==> config.mk <==
export PLATFORM = sky130hd
export DESIGN_NAME = switch_debouncer
export DESIGN_NICKNAME = d
export VERILOG_FILES = /design/src/rtl/switch_debouncer_pkg.sv /design/src/rtl/debounce_channel.sv /design/src/rtl/switch_debouncer.sv
export SDC_FILE = /design/constraint.sdc
export NUM_CORES = 1
export LEC_CHECK = 0
export BUFFER_PORTS_ARGS = -buffer_cell sky130_fd_sc_hd__buf_2
export CORE_ASPECT_RATIO = 1.5
export CORE_MARGIN = 10
export CORE_UTILIZATION = 45
export DETAILED_ROUTE_END_ITERATION = 8
export SKIP_CTS_REPAIR_TIMING = 1
export SYNTH_ARGS = -nofsm -noshare
export SYNTH_HDL_FRONTEND = slang
export SYNTH_SLANG_ARGS = --single-unit
==> constraint.sdc <==
create_clock -name clock -period 3.2 [get_ports clock]
set_input_delay 0.16 -clock clock [delete_from_list [all_inputs] [get_ports clock]]
set_output_delay 0.16 -clock clock [all_outputs]
set_load 0.02 [all_outputs]
==> src/rtl/switch_debouncer_pkg.sv <==
// switch_debouncer_pkg: per-channel state encoding, counter-width helper and default 10 ms at 100 MHz debounce time
package switch_debouncer_pkg;
  typedef enum logic [1:0] {
    LOW_STABLE  = 2'd0,
    WAIT_HIGH   = 2'd1,
    HIGH_STABLE = 2'd2,
    WAIT_LOW    = 2'd3
  } state_t;
  localparam int DEFAULT_DEBOUNCE_CYCLES = 1000000;
  function automatic int clog2(input int n);
    int r;
    r = 0;
    while ((1 << r) < n) r++;
    return r;
  endfunction
endpackage

==> src/rtl/debounce_channel.sv <==
// debounce_channel: one switch (clock, i_reset async high, i_switch raw) -> synchronised, debounced o_level with one-cycle o_rise/o_fall
module debounce_channel
  import switch_debouncer_pkg::*;
#(
  parameter int DEBOUNCE_CYCLES = DEFAULT_DEBOUNCE_CYCLES
) (
  input  logic clock,
  input  logic i_reset,
  input  logic i_switch,
  output logic o_level,
  output logic o_rise,
  output logic o_fall
);
  localparam int CW = clog2(DEBOUNCE_CYCLES + 1);
  localparam logic [CW-1:0] CNT_MAX = CW'(DEBOUNCE_CYCLES);
  localparam logic [CW-1:0] CNT_ONE = CW'(1);
  logic s1, s2;
  logic [CW-1:0] cnt;
  state_t state;
  always_ff @(posedge clock or posedge i_reset) begin
    if (i_reset) begin
      s1      <= 1'b0;
      s2      <= 1'b0;
      cnt     <= '0;
      state   <= LOW_STABLE;
      o_level <= 1'b0;
      o_rise  <= 1'b0;
      o_fall  <= 1'b0;
    end else begin
      s1     <= i_switch;
      s2     <= s1;
      o_rise <= 1'b0;
      o_fall <= 1'b0;
      case (state)
        LOW_STABLE: begin
          state <= s2 ? WAIT_HIGH : LOW_STABLE;
          cnt   <= s2 ? CNT_ONE : '0;
        end
        WAIT_HIGH:
          if (!s2) begin
            state <= LOW_STABLE;
            cnt   <= '0;
          end else if (cnt == CNT_MAX) begin
            state   <= HIGH_STABLE;
            o_level <= 1'b1;
            o_rise  <= 1'b1;
            cnt     <= '0;
          end else cnt <= cnt + CNT_ONE;
        HIGH_STABLE: begin
          state <= s2 ? HIGH_STABLE : WAIT_LOW;
          cnt   <= s2 ? '0 : CNT_ONE;
        end
        WAIT_LOW:
          if (s2) begin
            state <= HIGH_STABLE;
            cnt   <= '0;
          end else if (cnt == CNT_MAX) begin
            state   <= LOW_STABLE;
            o_level <= 1'b0;
            o_fall  <= 1'b1;
            cnt     <= '0;
          end else cnt <= cnt + CNT_ONE;
      endcase
    end
  end
endmodule

==> src/rtl/switch_debouncer.sv <==
// switch_debouncer: NB_CH independent debounce channels (clock, i_reset, i_switch -> o_level, o_rise, o_fall)
module switch_debouncer
  import switch_debouncer_pkg::*;
#(
  parameter int NB_CH           = 4,
  parameter int DEBOUNCE_CYCLES = DEFAULT_DEBOUNCE_CYCLES
) (
  input  logic             clock,
  input  logic             i_reset,
  input  logic [NB_CH-1:0] i_switch,
  output logic [NB_CH-1:0] o_level,
  output logic [NB_CH-1:0] o_rise,
  output logic [NB_CH-1:0] o_fall
);
  for (genvar i = 0; i < NB_CH; i++) begin : g_ch
    debounce_channel #(.DEBOUNCE_CYCLES(DEBOUNCE_CYCLES)) u_ch (
      .clock   (clock),
      .i_reset (i_reset),
      .i_switch(i_switch[i]),
      .o_level (o_level[i]),
      .o_rise  (o_rise[i]),
      .o_fall  (o_fall[i])
    );
  end
endmodule
==> metrics.log, run 1 <==
INFO  metric fp.dieArea = ~16000 um2
INFO  metric routed_wire_length_per_instance = roughly 14 um
INFO  metric leakage = 2.39 nW
INFO  metric post-dp-hpwl = 6.72 mm
INFO  metric postSynthRegisterBits = between 100 and 150
INFO  metric num_clock_sinks = about 110
INFO  metric chipWidth = 108 um
INFO  metric violations = negative hold slack
INFO  metric crit_path_top_delay_cell = or4b_2
INFO  metric timing.critical_path.to_type = flip-flop
INFO  metric cp_cell_sequence = or4b_2 > nor3_1 > a21o_1 > nor2_1
INFO  metric worst_ep_arrival_time = between 2000 and 2500 ps
INFO  metric cts-buffers-inserted = 9
INFO  metric crit_path_max_incr_delay = 690 ps
INFO  metric share_of_the_synthesized_area_in_the_top_cell_type = just over 50%
INFO  metric drive_gt1_share = between 8 and 9%
INFO  metric critPathBufInv = 0
INFO  metric startpoint_type = flip-flop
INFO  metric dr_total_vias = around 3900
INFO  metric fin_crit_sh = 71.3%
INFO  metric maxSlewHeadroom = between 40% and 50%
INFO  metric drt_first_pass_iters = 4
INFO  metric grtUsageTotal = between 10% and 20%
INFO  metric timing.hold.worst.class = in2async
INFO  metric fp.dieH = around 150 um
INFO  metric globalRoute.totalOverflow = 0
INFO  metric number_of_synthesized_flops_with_an_enable_pin = 0
INFO  metric maxSlewViolCount = 0
INFO  metric cellPowerDensity = 447 nW/um2
INFO  metric starting_density = between 40% and 50%
INFO  metric clock_tree.htree_level_count = 3
INFO  metric vdd_ir_drop_max = 0.000237 V
INFO  metric clock_tree_from_tritoncts = done
INFO  metric synth.most_common_cell = dfrtp_1
INFO  metric maxCapViolations = 0
INFO  metric synth_area = about 5200 um2
INFO  metric postSynth.asyncResetShare = 100%
INFO  metric area.growth.synth_to_final = 9.51%
INFO  metric yosys_warnings = 0
INFO  metric clock_tree.buffer_depth = 2
INFO  metric number_of_antenna_violations_at_the_first_check_in_global_routing = 0
INFO  metric core.rowCount = 48
INFO  metric io_pins = 18
INFO  metric first_global_vias = approximately 3900
INFO  metric synth_flop_cell = dfrtp_1
INFO  metric insertion_delay = approximately 340 ps
INFO  metric path_class = reg2reg
INFO  metric timing.setup.tns = 0 ps
INFO  metric grt_pass1_wl = between 15 and 20 mm
INFO  metric grt_max_degree = 63
INFO  metric post_synth_most_frequent_cells = dfrtp_1, nor2_1, o21ai_0, xor2_1, a21oi_1
INFO  metric skew = 9.03 ps
INFO  metric netlist_instances = ~530
INFO  metric synth.lib_cells_used.distinct = 45
INFO  metric port_buffers = 17
INFO  metric via_per_inst = ~5.6
INFO  metric ant_nets = 0
INFO  metric fillers = 1075
INFO  metric finalHoldViolCount = 45
INFO  metric cp_max_fo = 19
INFO  metric synth_seq_area_share = 51.5%
INFO  metric totalWireLength = 9.92 mm
INFO  metric rsz0062_at_grt = no
INFO  metric synth_area_leader_cell = dfrtp_1
INFO  metric report.final.setup_viol = 0
INFO  metric design.final.nets = between 500 and 600
INFO  metric final_cell_count_no_fill = between 600 and 700
INFO  metric place.detailed.instances = around 670
INFO  metric period_needed = between 2000 and 2500 ps
INFO  metric core_area = approximately 11000 um2
INFO  metric mappedNetlistNets = about 540
INFO  metric route.detailed.drc = 0
INFO  metric path_clk_slew = 70 ps
INFO  metric clock.fmax = between 0.4 and 0.5 GHz
INFO  metric postSynthAreaPerCell = 9.94 um2
INFO  metric synth.top_cells.by_area = dfrtp_1, xor2_1, nor2_1
INFO  metric drtIter0Drc = 183
INFO  metric run_status = finished with violations
INFO  metric worst-slew-pin-transition = slightly below 800 ps
INFO  metric antennaDiodeCount = 0
INFO  metric critical_path.top_delay_family = simple AND/OR/NAND/NOR gates
INFO  metric clock_tree.root_cell = clkbuf_16
INFO  metric place.gp.congestion = between 0.8 and 0.9
INFO  metric holdWs = -32.9 ps
INFO  metric worst-endpoint-required = roughly 3400 ps
==> routing by layer <==
metal | share of wire (%) | wire length (um) | up-vias | GRT usage, %
li1 | - | - | 1886 | -
met1 | 45 | 4440 | 1925 | 15.1
met2 | 52 | 5170 | 40 | 21.6
met3 | 2.3 | 225 | 8 | 2.50
met4 | 0.92 | 91 | 0 | 4.98
met5 | 0 | 0 | - | 0
==> area by class of cell <==
class | instances | area [um2] | share of cell area, %
Sequential cell | 108 | 2700 | 47.0
Multi-Input combinational cell | 368 | 2300 | 40.0
Clock buffer | 12 | 236 | 4.11
Tap cell | 150 | 188 | 3.27
Timing Repair Buffer | 25 | 168 | 2.92
Inverter | 27 | 104 | 1.81
Clock inverter | 4 | 50.0 | 0.871
==> cell families after synthesis <==
family | count (synthesis) | synth area share [%]
AO/OA/AOI/OAI | 81 | 8.84
buffers and inverters | 52 | 4.70
multiplexers | 2 | 0.405
XOR/XNOR | 48 | 8.01
adder cells (fa/ha/maj) | 8 | 1.91
flip-flops | 108 | 51.5
AND/OR/NAND/NOR | 229 | 24.6
==> per-stage QoR <==
stage	hold slack [ps]	total power, mW	instance area (um2)	worst slack, ps	utilization, %
global route	41.6	2.67	5750	707	50.1
detailed placement	270	1.51	5420	916	47.3
global placement	268	1.50	5420	982	47.3
finish	-32.9	2.57	5750	917	50.1
CTS	-94.2	2.61	5710	902	49.8
floorplan	191	1.47	5250	194	-
==> report_power, final <==
| part | leakage, nW | internal (mW) | switching, mW |
|---|---|---|---|
| clock | 0.133 | 0.607 | 0.484 |
| sequential | 1.47 | 1.38 | 0.0135 |
| combinational | 0.780 | 0.0262 | 0.0612 |
| total | 2.39 | 2.01 | 0.558 |
==> path summary, 6_finish.rpt <==
path / start / end / slack [ps] / cells after the start
max in group asynchronous: i_reset / g_ch[1].u_ch.cnt[17] / 2510 / 3
setup reg to reg: g_ch[0].u_ch.cnt[11] / g_ch[0].u_ch.cnt[6] / 920 / 4
min in group clock: g_ch[1].u_ch.s1 / g_ch[1].u_ch.s2 / 350 / 0
hold reg to reg: g_ch[1].u_ch.s1 / g_ch[1].u_ch.s2 / 350 / 0
hold / removal: i_reset / g_ch[2].u_ch.cnt[10] / -30 / 2
setup / recovery: g_ch[0].u_ch.cnt[11] / g_ch[0].u_ch.cnt[6] / 920 / 4
==> layout by cell type, fill, tap and decap left out, drive strengths merged, types with 3 or more instances in the layout <==
cell,instances
dfrtp,108
nor2,53
o21ai,31
xor2,30
a21oi,30
nand3,28
inv,27
nand2,26
nand4,23
buf,21
or3,20
xnor2,18
or4,13
and4,12
clkbuf,12
and3,10
nor3,10
and2,8
ha,8
o31ai,7
nor4b,6
nor4,6
a21boi,5
dlygate4sd3,4
nor2b,3
==> worst register-to-register path, stage by stage, from the launching register on <==
cell and delay (ps):
dfrtp_1 410, or4b_2 690, nor3_1 350, a21o_1 580, nor2_1 120
==> sequential cells by signal, indices dropped and copies added (netlist names), named ones only <==
name / cells
g_ch.u_ch.cnt: 80
g_ch.u_ch.o_fall: 4
g_ch.u_ch.o_level: 4
g_ch.u_ch.o_rise: 4
g_ch.u_ch.s1: 4
g_ch.u_ch.s2: 4
g_ch.u_ch.state: 4
Note: power is estimated with default switching activity, not from simulation.
==> run 2, diff against run 1 <==
Settings changed: ABC_AREA from default to 1.
Clock period 3.2 ns to 2 ns, I/O delays scaled along.
==> run 2 against run 1 <==
Compared with the run above: the flow still finishes with violations (negative hold slack); total power up 63%; worst hold slack worse by 4.9 ps; worst setup slack worse by 570 ps; sequential share of layout area down 7.0 points; non-clock buffer count down 1; first-iteration DRC count up 51%; synthesized cell count up 57%; flip-flop and latch count unchanged; combinational power up 120%; die area up 16%; count of clock-buffer cells in the layout down 1; clock skew down 2.6 ps; critical path type unchanged; largest power group unchanged.
==> metrics.log, run 2 <==
INFO  metric run_status = finished with violations
INFO  metric violations = negative hold slack
INFO  metric drtIter0Drc = 276
INFO  metric path_clk_slew = about 70 ps
INFO  metric final_cell_mix = nand2_1, nor2_1, dfrtp_1
INFO  metric worst_ep_arrival_time = 1890 ps
INFO  metric met2_length = about 6.3 mm
INFO  metric dr_total_vias = just under 5000
INFO  metric fin_crit_sh = slightly above 80%
INFO  metric ant_nets = 0
INFO  metric pre_cts_ws = around 340 ps
INFO  metric share_of_the_synthesized_area_in_the_top_cell_type = 43.2%
INFO  metric fp.dieArea = about 19000 um2
INFO  metric synth.most_common_cell = nand2_1
INFO  metric drt_first_pass_iters = 4
INFO  metric number_of_antenna_violations_at_the_first_check_in_global_routing = 0
INFO  metric worst_slack = about 350 ps
INFO  metric mappedNetlistNets = between 800 and 900
INFO  metric design.final.nets = approximately 860
INFO  metric globalRoute.totalOverflow = 0
INFO  metric maxSlewViolCount = 0
INFO  metric skew = 6.42 ps
INFO  metric starting_density = around 46%
INFO  metric io_pins = 18
INFO  metric timing.critical_path.to_type = flip-flop
INFO  metric core.rowCount = 52
INFO  metric met3RoutedLength = about 200 um
INFO  metric leakage = 3.02 nW
INFO  metric post_synth_most_frequent_cells = nand2_1, nor2_1, dfrtp_1, inv_1, nand3_1
INFO  metric fillers = around 1300
INFO  metric drive_gt1_share = between 10% and 20%
INFO  metric critPathBufInv = 2
INFO  metric synth.top_cells.by_area = dfrtp_1, nand2_1, nor2_1
INFO  metric first_global_vias = 4877
INFO  metric antennaDiodeCount = 0
INFO  metric crit_path_top_delay_cell = dfrtp_1
INFO  metric synth.lib_cells_used.distinct = 35
INFO  metric largest_reg_flops = 80
INFO  metric synth_area = 6250 um2
INFO  metric timing.critical_path.from = g_ch[3].u_ch.cnt[0]
INFO  metric met1Wirelength = about 5.2 mm
INFO  metric worst_r2r_start = g_ch[3].u_ch.cnt[0]
INFO  metric period_needed = between 1500 and 2000 ps
INFO  metric critical_path.top_delay_family = simple AND/OR/NAND/NOR gates
INFO  metric finalHoldViolCount = between 80 and 90
INFO  metric maxCapViolations = 0
INFO  metric postSynthAreaPerCell = approximately 7.5 um2
INFO  metric clock_tree.root_cell = clkbuf_16
INFO  metric path_class = reg2reg
INFO  metric register_area = between 2000 and 3000 um2
INFO  metric timing.setup.tns = 0 ps
INFO  metric insertion_delay = 340 ps
INFO  metric yosys_warnings = 0
INFO  metric rsz0062_at_grt = no
INFO  metric clock.fmax = slightly above 0.6 GHz
INFO  metric port_buffers = 17
INFO  metric cts-buffers-inserted = 9
INFO  metric clock_tree.buffer_depth = 2
INFO  metric final_cell_count_no_fill = ~1000
INFO  metric area_of_the_multi_input_gates = 3010 um2
INFO  metric post-dp-hpwl = 8.94 mm
INFO  metric postSynth.asyncResetShare = 100%
INFO  metric route.detailed.drc = 0
INFO  metric vdd_ir_drop_max = between 0.0003 and 0.0004 V
INFO  metric routed_wire_length_per_instance = around 12 um
INFO  metric num_clock_sinks = about 110
INFO  metric place.gp.congestion = 0.863
INFO  metric number_of_synthesized_flops_with_an_enable_pin = 0
INFO  metric chipWidth = about 120 um
INFO  metric via_per_inst = 4.84
INFO  metric postLayoutCellArea = 6760 um2
INFO  metric synth_flop_cell = dfrtp_1
INFO  metric totalWireLength = approximately 12 mm
INFO  metric startpoint_type = flip-flop
INFO  metric worst-slew-pin-transition = 690 ps
INFO  metric synth_area_leader_cell = dfrtp_1
INFO  metric report.final.setup_viol = 0
INFO  metric cp_cell_sequence = inv_1 > ha_1 > nand2_1 > nor2_1 > nand3_1 > nand2_2 > inv_2 > nand2_1 > nor2_1
INFO  metric clock_tree.htree_level_count = 3
INFO  metric crit_path_max_incr_delay = a little under 400 ps
INFO  metric core_area = 13500 um2
INFO  metric synth_seq_area_share = a little over two fifths
INFO  metric commonest_non_fill_non_tap_cell_in_the_layout = nand2_1
INFO  metric regMostFlops = g_ch.u_ch.cnt
INFO  metric maxSlewHeadroom = roughly 54%
INFO  metric post_dp_cell_area = approximately 6400 um2
INFO  metric netlist_instances = slightly above 800
INFO  metric postSynthRegisterBits = 108
INFO  metric worst-endpoint-required = between 2000 and 2500 ps
INFO  metric cp_max_fo = 13
INFO  metric clock_tree_from_tritoncts = done
INFO  metric grtUsageTotal = between 10% and 20%
INFO  metric grt_pass1_wl = approximately 21 mm
INFO  metric cellPowerDensity = just over 600 nW/um2
INFO  metric fp.dieH = about 160 um
INFO  metric area.growth.synth_to_final = 8.04%
INFO  metric place.detailed.instances = between 900 and 1000
INFO  metric grt_max_degree = 55
INFO  metric timing.hold.worst.class = in2async
INFO  metric route.top_layer_used = met4
INFO  metric holdWs = -37.8 ps
-- run 2: path summary, 6_finish.rpt --
| check | end | slack (ps) | cells after the start |
|---|---|---|---|
| worst min-delay path | g_ch[1].u_ch.cnt[15] | -40 | 3 |
| worst max-delay path | g_ch[3].u_ch.cnt[16] | 350 | 9 |
| min in group clock | g_ch[0].u_ch.s2 | 350 | 0 |
| worst min register to register | g_ch[0].u_ch.s2 | 350 | 0 |
| worst max register to register | g_ch[3].u_ch.cnt[16] | 350 | 9 |
| max in group asynchronous | g_ch[0].u_ch.cnt[16] | 1560 | 3 |
-- run 2: final cells by class --
class / count / area share [%]
multi-input combinational: 600 / 44.6
timing repair buffer: 24 / 2.19
tap: 162 / 3.00
sequential: 108 / 40.0
clock buffer: 11 / 3.59
clock inverter: 4 / 0.741
inverter: 105 / 5.93
-- run 2: kinds of logic (layout without fill, tap and decap cells) --
logic type	count (synthesis)	count (layout)	synth area share, %
adders and majority gates	8	8	1.60
xor gates and xnor gates	30	30	4.20
buffers and inverters	122	144	8.64
AOI/OAI and AO/OA	22	22	2.08
DFF	108	108	43.2
and+or+nand+nor	540	540	40.3
-- run 2: routing by layer --
| metal | global-route usage [%] | vias up |
|---|---|---|
| li1 | - | 2585 |
| met1 | 15.1 | 2279 |
| met2 | 24.2 | 36 |
| met3 | 1.89 | 12 |
| met4 | 4.79 | 0 |
| met5 | 0 | - |
-- run 2: power breakdown --
part           internal (mW)  switching [mW]
clock network          0.997           0.771
registers               2.21          0.0256
logic                 0.0554           0.136
-- run 2: tightest hold or removal path: cells and delay by family --
kind / cells / cell delay (ps)
buffers and inverters: 3 / 690
-- run 2: stage by stage --
stage	utilization, %	power (mW)
after floorplan	-	2.43
after global routing	49.9	4.38
after CTS	49.6	4.27
final	49.9	4.20
after detailed placement	47.5	2.47
after global placement	47.5	2.47
